<file path="src/rtl/radix4_div_pkg.sv">
// Shared types for the radix-4 SRT divider back end: converter FSM states,
// signed quotient digit encoding and the largest legal digit magnitude.
package radix4_div_pkg;

   typedef enum logic [1:0] {
      IDLE     = 2'd0,
      CONV     = 2'd1,
      WAIT_REM = 2'd2,
      OUT      = 2'd3
   } state_e;

   typedef struct packed {
      logic       sign;
      logic [1:0] mag;
   } sdigit_t;

   localparam int DIGIT_MAG_MAX = 2;

endpackage

</file>
<file path="src/rtl/radix4_otf_step.sv">
// One on-the-fly conversion step: appends a signed radix-4 digit to the Q/QM pair.
// Purely combinational; an out-of-range magnitude is flagged and treated as zero.
module radix4_otf_step
   import radix4_div_pkg::*;
#(
   parameter int QW = 24
)
(
   input  logic [QW-1:0] i_q,
   input  logic [QW-1:0] i_qm,
   input  sdigit_t       i_digit,
   output logic [QW-1:0] o_q_nxt,
   output logic [QW-1:0] o_qm_nxt,
   output logic          o_illegal
);

   logic [1:0] w_mag;

   assign o_illegal = (i_digit.mag > 2'(DIGIT_MAG_MAX));

   always_comb begin
      w_mag    = o_illegal ? 2'd0 : i_digit.mag;
      o_q_nxt  = {i_q[QW-3:0],  2'b00};
      o_qm_nxt = {i_qm[QW-3:0], 2'b11};
      if (w_mag != 2'd0) begin
         if (!i_digit.sign) begin
            o_q_nxt  = {i_q[QW-3:0], w_mag};
            o_qm_nxt = {i_q[QW-3:0], w_mag - 2'd1};
         end else begin
            // Negative digit borrows from QM: low pair is 4+q for Q, 3+q for QM.
            o_q_nxt  = {i_qm[QW-3:0], 2'd0 - w_mag};
            o_qm_nxt = {i_qm[QW-3:0], ~w_mag};
         end
      end
   end

endmodule

</file>
<file path="src/rtl/radix4_otf_converter.sv">
// Radix-4 SRT digit stream to two's-complement quotient with remainder-sign fixup.
// Latency: start to quo_valid >= QW/2+2 cycles; one digit per digit handshake.
// Backpressure: valid/ready on digit, rem and quo ports; RADIX4_OTF_STICKY_EN adds the inexact flag.
module radix4_otf_converter
   import radix4_div_pkg::*;
#(
   parameter int QW = 24
)
(
   input  logic          clk,
   input  logic          rst_n,
   input  logic          flush,
   input  logic          start,
   input  logic          digit_valid,
   output logic          digit_ready,
   input  logic          digit_sign,
   input  logic [1:0]    digit_mag,
   input  logic          rem_valid,
   output logic          rem_ready,
   input  logic          rem_neg,
   input  logic          rem_zero,
   output logic          quo_valid,
   input  logic          quo_ready,
   output logic [QW-1:0] quotient,
   output logic          sticky,
   output logic          err,
   output logic          busy
);

   localparam int ITER  = QW / 2;
   localparam int CNT_W = $clog2(ITER + 1);

   state_e           r_state;
   logic [QW-1:0]    r_q;
   logic [QW-1:0]    r_qm;
   logic [CNT_W-1:0] r_cnt;
   logic             r_err;
   logic [QW-1:0]    r_quotient;

   sdigit_t          w_digit;
   logic [QW-1:0]    w_q_nxt;
   logic [QW-1:0]    w_qm_nxt;
   logic             w_illegal;
   logic             w_last;

   assign w_digit = {digit_sign, digit_mag};
   assign w_last  = (r_cnt == CNT_W'(ITER - 1));

   radix4_otf_step #(.QW(QW)) u_step (
      .i_q       (r_q),
      .i_qm      (r_qm),
      .i_digit   (w_digit),
      .o_q_nxt   (w_q_nxt),
      .o_qm_nxt  (w_qm_nxt),
      .o_illegal (w_illegal)
   );

   always_ff @(posedge clk or negedge rst_n) begin
      if (!rst_n) begin
         r_state    <= IDLE;
         r_q        <= '0;
         r_qm       <= '1;
         r_cnt      <= '0;
         r_err      <= 1'b0;
         r_quotient <= '0;
      end else if (flush) begin
         // Abort keeps the last delivered quotient visible.
         r_state <= IDLE;
         r_q     <= '0;
         r_qm    <= '1;
         r_cnt   <= '0;
         r_err   <= 1'b0;
      end else begin
         case (r_state)
            IDLE: begin
               if (start) begin
                  r_state <= CONV;
                  r_q     <= '0;
                  r_qm    <= '1;
                  r_cnt   <= '0;
                  r_err   <= 1'b0;
               end
            end
            CONV: begin
               if (digit_valid) begin
                  r_q   <= w_q_nxt;
                  r_qm  <= w_qm_nxt;
                  r_err <= r_err | w_illegal;
                  r_cnt <= r_cnt + 1'b1;
                  if (w_last) r_state <= WAIT_REM;
               end
            end
            WAIT_REM: begin
               if (rem_valid) begin
                  r_quotient <= rem_neg ? r_qm : r_q;
                  r_state    <= OUT;
               end
            end
            OUT: begin
               if (quo_ready) r_state <= IDLE;
            end
            default: r_state <= IDLE;
         endcase
      end
   end

`ifdef RADIX4_OTF_STICKY_EN
   logic r_sticky;

   always_ff @(posedge clk or negedge rst_n) begin
      if (!rst_n) begin
         r_sticky <= 1'b0;
      end else if (flush) begin
         r_sticky <= 1'b0;
      end else if (r_state == IDLE && start) begin
         r_sticky <= 1'b0;
      end else if (r_state == WAIT_REM && rem_valid) begin
         r_sticky <= ~rem_zero;
      end
   end

   assign sticky = r_sticky;
`else
   logic w_unused_rem_zero;

   assign w_unused_rem_zero = rem_zero;
   assign sticky            = 1'b0;
`endif

   assign digit_ready = (r_state == CONV);
   assign rem_ready   = (r_state == WAIT_REM);
   assign quo_valid   = (r_state == OUT);
   assign busy        = (r_state != IDLE);
   assign quotient    = r_quotient;
   assign err         = r_err;

endmodule

</file>
<file path="config.mk">
export PLATFORM = sky130hd
export DESIGN_NAME = radix4_otf_converter
export DESIGN_NICKNAME = d
export VERILOG_FILES = /design/src/rtl/radix4_div_pkg.sv /design/src/rtl/radix4_otf_step.sv /design/src/rtl/radix4_otf_converter.sv
export SDC_FILE = /design/constraint.sdc
export NUM_CORES = 1
export LEC_CHECK = 0
export ABC_AREA = 1
export ABC_CLOCK_PERIOD_IN_PS = 3400
export BUFFER_PORTS_ARGS = -buffer_cell sky130_fd_sc_hd__buf_2
export CAP_MARGIN = 20
export CORE_MARGIN = 3
export CORE_UTILIZATION = 30
export CTS_CLUSTER_SIZE = 10
export DETAILED_ROUTE_END_ITERATION = 10
export GPL_ROUTABILITY_DRIVEN = 1
export SLEW_MARGIN = 20
export SYNTH_ARGS = -nofsm -noshare
export SYNTH_HDL_FRONTEND = slang
export SYNTH_SLANG_ARGS = --single-unit
</file>
<file path="constraint.sdc">
create_clock -name clk -period 3.4 [get_ports clk]
set_input_delay 0.34 -clock clk [delete_from_list [all_inputs] [get_ports clk]]
set_output_delay 0.34 -clock clk [all_outputs]
set_load 0.01 [all_outputs]
</file>
# Word-level counts from Yosys, hierarchy flattened
# Index checks and enable logic that the tools add are counted.
[op_classes]
order_cmp = 1
bitwise_logic = 3
reduce_logical = 7
n_mux = 29
n_addsub = 3
eq_ne = 9
[ops]
columns = ["operator", "count"]
rows = [
  ["$mux W24", 11],
  ["$pmux W24 S2", 2],
  ["$mux W2", 7],
  ["$mux W4", 3],
  ["$ne A3 B3 Y1 const B", 3],
  ["$pmux W2 S4", 1],
  ["$pmux W4 S2", 1],
  ["$ne A3 B2 Y1 const B", 2],
  ["$reduce_and A3 Y1", 2],
  ["$reduce_and A5 Y1", 1],
  ["$add A4 B1 Y4 const B", 1],
  ["$eq A2 B2 Y1 const B", 2],
  ["$eq A4 B4 Y1 const B", 1],
  ["$reduce_bool A2 Y1", 2],
  ["$mux W1", 3],
  ["$reduce_bool A3 Y1", 1],
  ["$eq A2 B1 Y1 const B", 1],
  ["$gt A2 B2 Y1 const B", 1],
  ["$logic_not A2 Y1", 1],
  ["$not A2 Y2", 1],
  ["$pmux W1 S2", 1],
  ["$sub A1 B2 Y2 const A", 1],
  ["$sub A2 B1 Y2 const B", 1],
  ["$not A1 Y1", 1],
  ["$or A1 B1 Y1", 1],
]
[word_totals]
wordCells = 58
ff_bits = 79
output_inout_bits = 30
in_bits = 12

# Logic depth before layout (Yosys ltp)
[depth]
ltp_word = 8
depth_mapped = 9
depth_no_buf = 8

# Hierarchy
# A second synthesis with hierarchy kept.
[hier_totals]
cells_unflattened = 659
hier_area_um2 = 4586.9
[by_module_without_submodules]
columns = ["mod", "seq_area_each_um2", "n_inst", "cells_each", "area_each_um2"]
rows = [
  ["radix4_otf_converter", 2006.9, 1, 439, 3667.3],
  ["radix4_otf_step", 0.0, 1, 220, 919.6],
]

# Worst setup path after synthesis
# OpenSTA, ideal clock, no wires.
[synth_path]
path_kind = "reg2reg"
start = "reg r_state[0]"
end = "reg r_quotient[22], in the netlist quotient[22]"
t_required_ns = 3.274
path_slack_ns = 1.783
stages_incl_launch_ff = 8
arrival_time_ns = 1.491
setup_time_ns = 0.126
path_buffers = 2
period_less_slack_ns = 1.617
path_cell_list = "dfrtp_1 inv_1 ha_1 nand2_1 nor2_1 clkbuf_1 buf_2 a21oi_1"
[synth_via]
elab_chain_len = 2
[synth_lines]
columns = ["item", "line", "source"]
rows = [
  ["start: declaration", "radix4_otf_converter.sv:33", "state_e r_state;"],
  ["start signal: assignment", "radix4_otf_converter.sv:60", "r_state <= IDLE;"],
  ["start signal: assignment", "radix4_otf_converter.sv:68", "r_state <= IDLE;"],
  ["start signal: assignment", "radix4_otf_converter.sv:77", "r_state <= CONV;"],
  ["$eq A2 B2 Y1", "-", ""],
  ["via rem_ready", "radix4_otf_converter.sv:19", "output logic rem_ready,"],
  ["$reduce_and A3 Y1 (no source line)", "-", ""],
  ["end signal: assignment", "radix4_otf_converter.sv:95", "r_quotient <= rem_neg ? r_qm : r_q;"],
  ["end: declaration", "radix4_otf_converter.sv:38", "logic [QW-1:0] r_quotient;"],
]
# The timed path passes the listed nets, and every way through them passes these cells.
# A chain may end at the register's enable or synchronous reset.

# Worst setup path after layout
[layout_path]
start = "reg r_state[1]"
end = "reg r_q[19]"
[layout_via]
elab_chain_len = 3
elab_cells_between_ends = 8
cone_classes = "3 x eq/ne; 2 x mux; 3 x reduce/logical"
[layout_lines]
columns = ["item", "line", "source"]
rows = [
  ["$eq A2 B1 Y1 or $logic_not A2 Y1 (tied branches)", "radix4_otf_converter.sv:74", "case (r_state)"],
  ["$ne A3 B3 Y1 (no source line), or another cell as far along", "-", ""],
  ["$reduce_and A3 Y1 (no source line) or $mux W24 (tied branches)", "-", ""],
  ["end signal: assignment", "radix4_otf_converter.sv:86", "r_q <= w_q_nxt;"],
  ["end: declaration", "radix4_otf_converter.sv:34", "logic [QW-1:0] r_q;"],
]
# Several ways; a longest one is shown, not always the timed one.

==> impl_metrics.yaml <==
yosys:
  synth_edf_count: 0
  synthArstFlopShare: 1.000
  syn_area_mm2: 0.004343
  synth_simple_gate_area_share: 0.3267
  syn_nets: 634
  synth_top_cell_by_area: "dfrtp_1"
  synth_cells: 612
  ys_top_cells_by_area: "dfrtp_1 32%, nand2_1 20%, dfstp_2 15%, nand3_1 8.1%, o21ai_0 5.8%"
  ys_ff_latch: 79
  synth.area.mux_share: 0
  synth_top_family_by_area: "simple AND/OR/NAND/NOR gates"
  yosys-top-cells-count: "232 x nand2_1, 70 x nand3_1, 58 x inv_1"
  synthAdderAreaFrac: 0.02881
  synth_compound_area_frac: 0.09162
  synth_xor_area_frac: 0
  ys.warnings.count: 0
  syn_area_per_cell_um2: 7.096
  synth_most_common_cell: "nand2_1"
  ys_types: 23
  ys_seq_area_frac: 0.4621
  synth_top_area_share: 0.3169
  synth-main-ff-cell: "dfrtp_1"
power:
  worst_ir_drop_vdd_uv: 346.5
  powerDensity_mw_per_mm2: 816.4
  power_mw: 4.092
  p_leak_nw: 2.620
place:
  dp_slack_ps: 1324
  hpwl_mm: 6.389
  gp_congestion: 0.7897
  place.port_buffers: 39
drt:
  viasPerCell: 4.636
  drt_iter0_markers: 242
  drt_pass1_iterations: 4
  wire_per_inst_um: 12.64
  vias: 3788
  drc: 0
  wirelength_mm: 10.33
  antenna_left: 0
global_routing:
  grt_antenna_before_repair: 0
  grt_max_degree: 49
  track_usage: 0.1357
  globalRouteOverflowTotal: 0
  grt_pass1_vias: 3653
  grt_first_pass_wirelength_mm: 17.80
die:
  core-area_mm2: 0.01404
  ios: 42
  dieArea_mm2: 0.01596
  initial_core_util: 0.3093
  die_w_um: 126.3
  die_h_um: 126.3
  num_rows: 43
critical_path:
  r2r-end: "r_q[19]"
  reg2reg_slack_ps: 1340
  reg2reg_depth: 9
  critical_path.max_stage_delay_ps: 580
  crit_chain: "inv_1 -> ha_1 -> nor2_1 -> nand2_1 -> nand2_1 -> nor2_4 -> buf_12 -> nand3_1 -> nand2_1"
  worstReg2RegStart: "r_state[1]"
  startpoint_type: "flop"
  cp_num_buf_inv: 2
  critPathSlowestCell: "nor2_4"
  crit_top_cell: "nand2_1"
  cp_max_fo: 39
  criticalPathCategory: "reg -> reg"
  worst_setup_path_end_kind: "flop"
  arrival_ps: 2330
  critical-path-top-delay-family: "simple AND/OR/NAND/NOR gates"
  crit_required_ps: 3670
layout:
  drive_gt1_frac: 0.1413
  num-fill-cells: 1496
  multi_input_area_mm2: 0.001953
  synthToLayoutAreaGrowth_pct: 15.41
  insertedDiodeCount: 0
  nets: 654
  seq_area_mm2: 0.002007
clock_network:
  cts_buffers: 9
  cts.reportedPaths.clkPinSlew_ps: 70
  cts_num_sinks: 79
  ctsHtreeMaxLevel: 3
  cts_buffer_depth: 2
  cts_resized: 0
  cts_tree: "built"
  cts_root_buf: "clkbuf_16"
  clkLatencyLatePin_ps: 340
  postCtsSetupBuffers: 0
  cts_hold_buf: 0
job:
  cap_viol_max_count: 0
timing:
  timing_hold_violations_final: 15
  slew_headroom: 0.4551
  finClkSkew_ps: 13.84
  fmax_ghz: 0.4846
  tns_ps: 0
  post-route-period-util: 0.6069
  layout_setup_ws_ps: 1336
  worstMarginPinSlew_ps: 816.4
  whs_ps: -13.39
  drv_slew: 0
  rsz0062_at_grt: "no"
  setup_viol: 0
  period_needed_ps: 2064
run_status:
  status: "finished, violations left"
  failed_checks: "hold timing"
hold_path:
  hold_class: "in -> async"
-- cell type report --
type / count / area share
Sequential cell: 79 / 0.4004
Inverter: 59 / 0.04418
Clock buffer: 10 / 0.04568
Tap cell: 180 / 0.04493
Multi-Input combinational cell: 436 / 0.3897
Timing Repair Buffer: 47 / 0.05791
Clock inverter: 6 / 0.01722
-- stage by stage --
| step | cell area [um2] | util | std cells |
|---|---|---|---|
| after floorplan | 4343 | - | 612 |
| after global placement | 4669 | 0.3325 | 800 |
| after detailed placement | 4669 | 0.3325 | 800 |
| after CTS | 4985 | 0.3550 | 816 |
| after global routing | 5012 | 0.3569 | 817 |
| final | 5012 | 0.3569 | 817 |
-- sequential cells by signal, summed over array words and instances (netlist names) --
name and cells:
r_state 2, r_q 24, quotient 24, r_cnt 4, err 1, r_qm 24
-- how the worst max path moves through the flow --
stage,startpoint,end,slack (ps),depth (start not counted)
6_report,r_state[1],r_q[19],1340,9
3_3_place_gp,r_state[0],r_q[12],1330,8
3_5_place_dp,r_state[1],r_q[12],1320,9
5_1_grt,r_state[0],r_qm[14],1100,8
4_1_cts,r_state[1],r_q[12],1310,9
2_1_floorplan,r_state[0],quotient[22],1780,7
-- per-layer routing --
layer | vias to the layer above | routed length, um | global-route usage
li1 | 1962 | - | -
met2 | 59 | 4720 | 0.2091
met5 | - | 0 | 0
met1 | 1752 | 5078 | 0.1885
met3 | 15 | 349 | 0.02400
met4 | 0 | 180 | 0.05741
-- worst register-to-register path, stage by stage (launching register included) --
cell	delay, ps
dfrtp_1	410
inv_1	130
ha_1	220
nor2_1	50
nand2_1	70
nand2_1	90
nor2_4	580
buf_12	290
nand3_1	90
nand2_1	80
-- power by group --
group | total (mW) | internal, mW | leakage (nW) | switching (mW)
Sequential | 1.55 | 1.36 | 0.956 | 0.194
Clock | 1.03 | 0.642 | 0.152 | 0.390
Combinational | 1.51 | 0.532 | 1.51 | 0.977
-- cells in the final DEF (no fill, tap or decap), drive strengths merged --
cell,n
nand2,232
nand3,70
inv,59
dfrtp,55
o21ai,54
buf,47
nor2,35
a21oi,24
dfstp,24
ha,10
clkbuf,10
nand4,4
clkinv,3
nand3b,2
bufinv,2
nor3,1
o211ai,1
nor3b,1
or2,1
conb,1
clkinvlp,1
-- logic make-up (layout without fill, tap and decap cells) --
family | after synthesis | in the layout
flip-flops | 79 | 79
buffers and inverters | 97 | 122
adder cells (fa/ha/maj) | 10 | 10
AO/OA/AOI/OAI | 79 | 79
AND/OR/NAND/NOR | 346 | 346
other | 1 | 1
(Power assumes the default switching activity.)
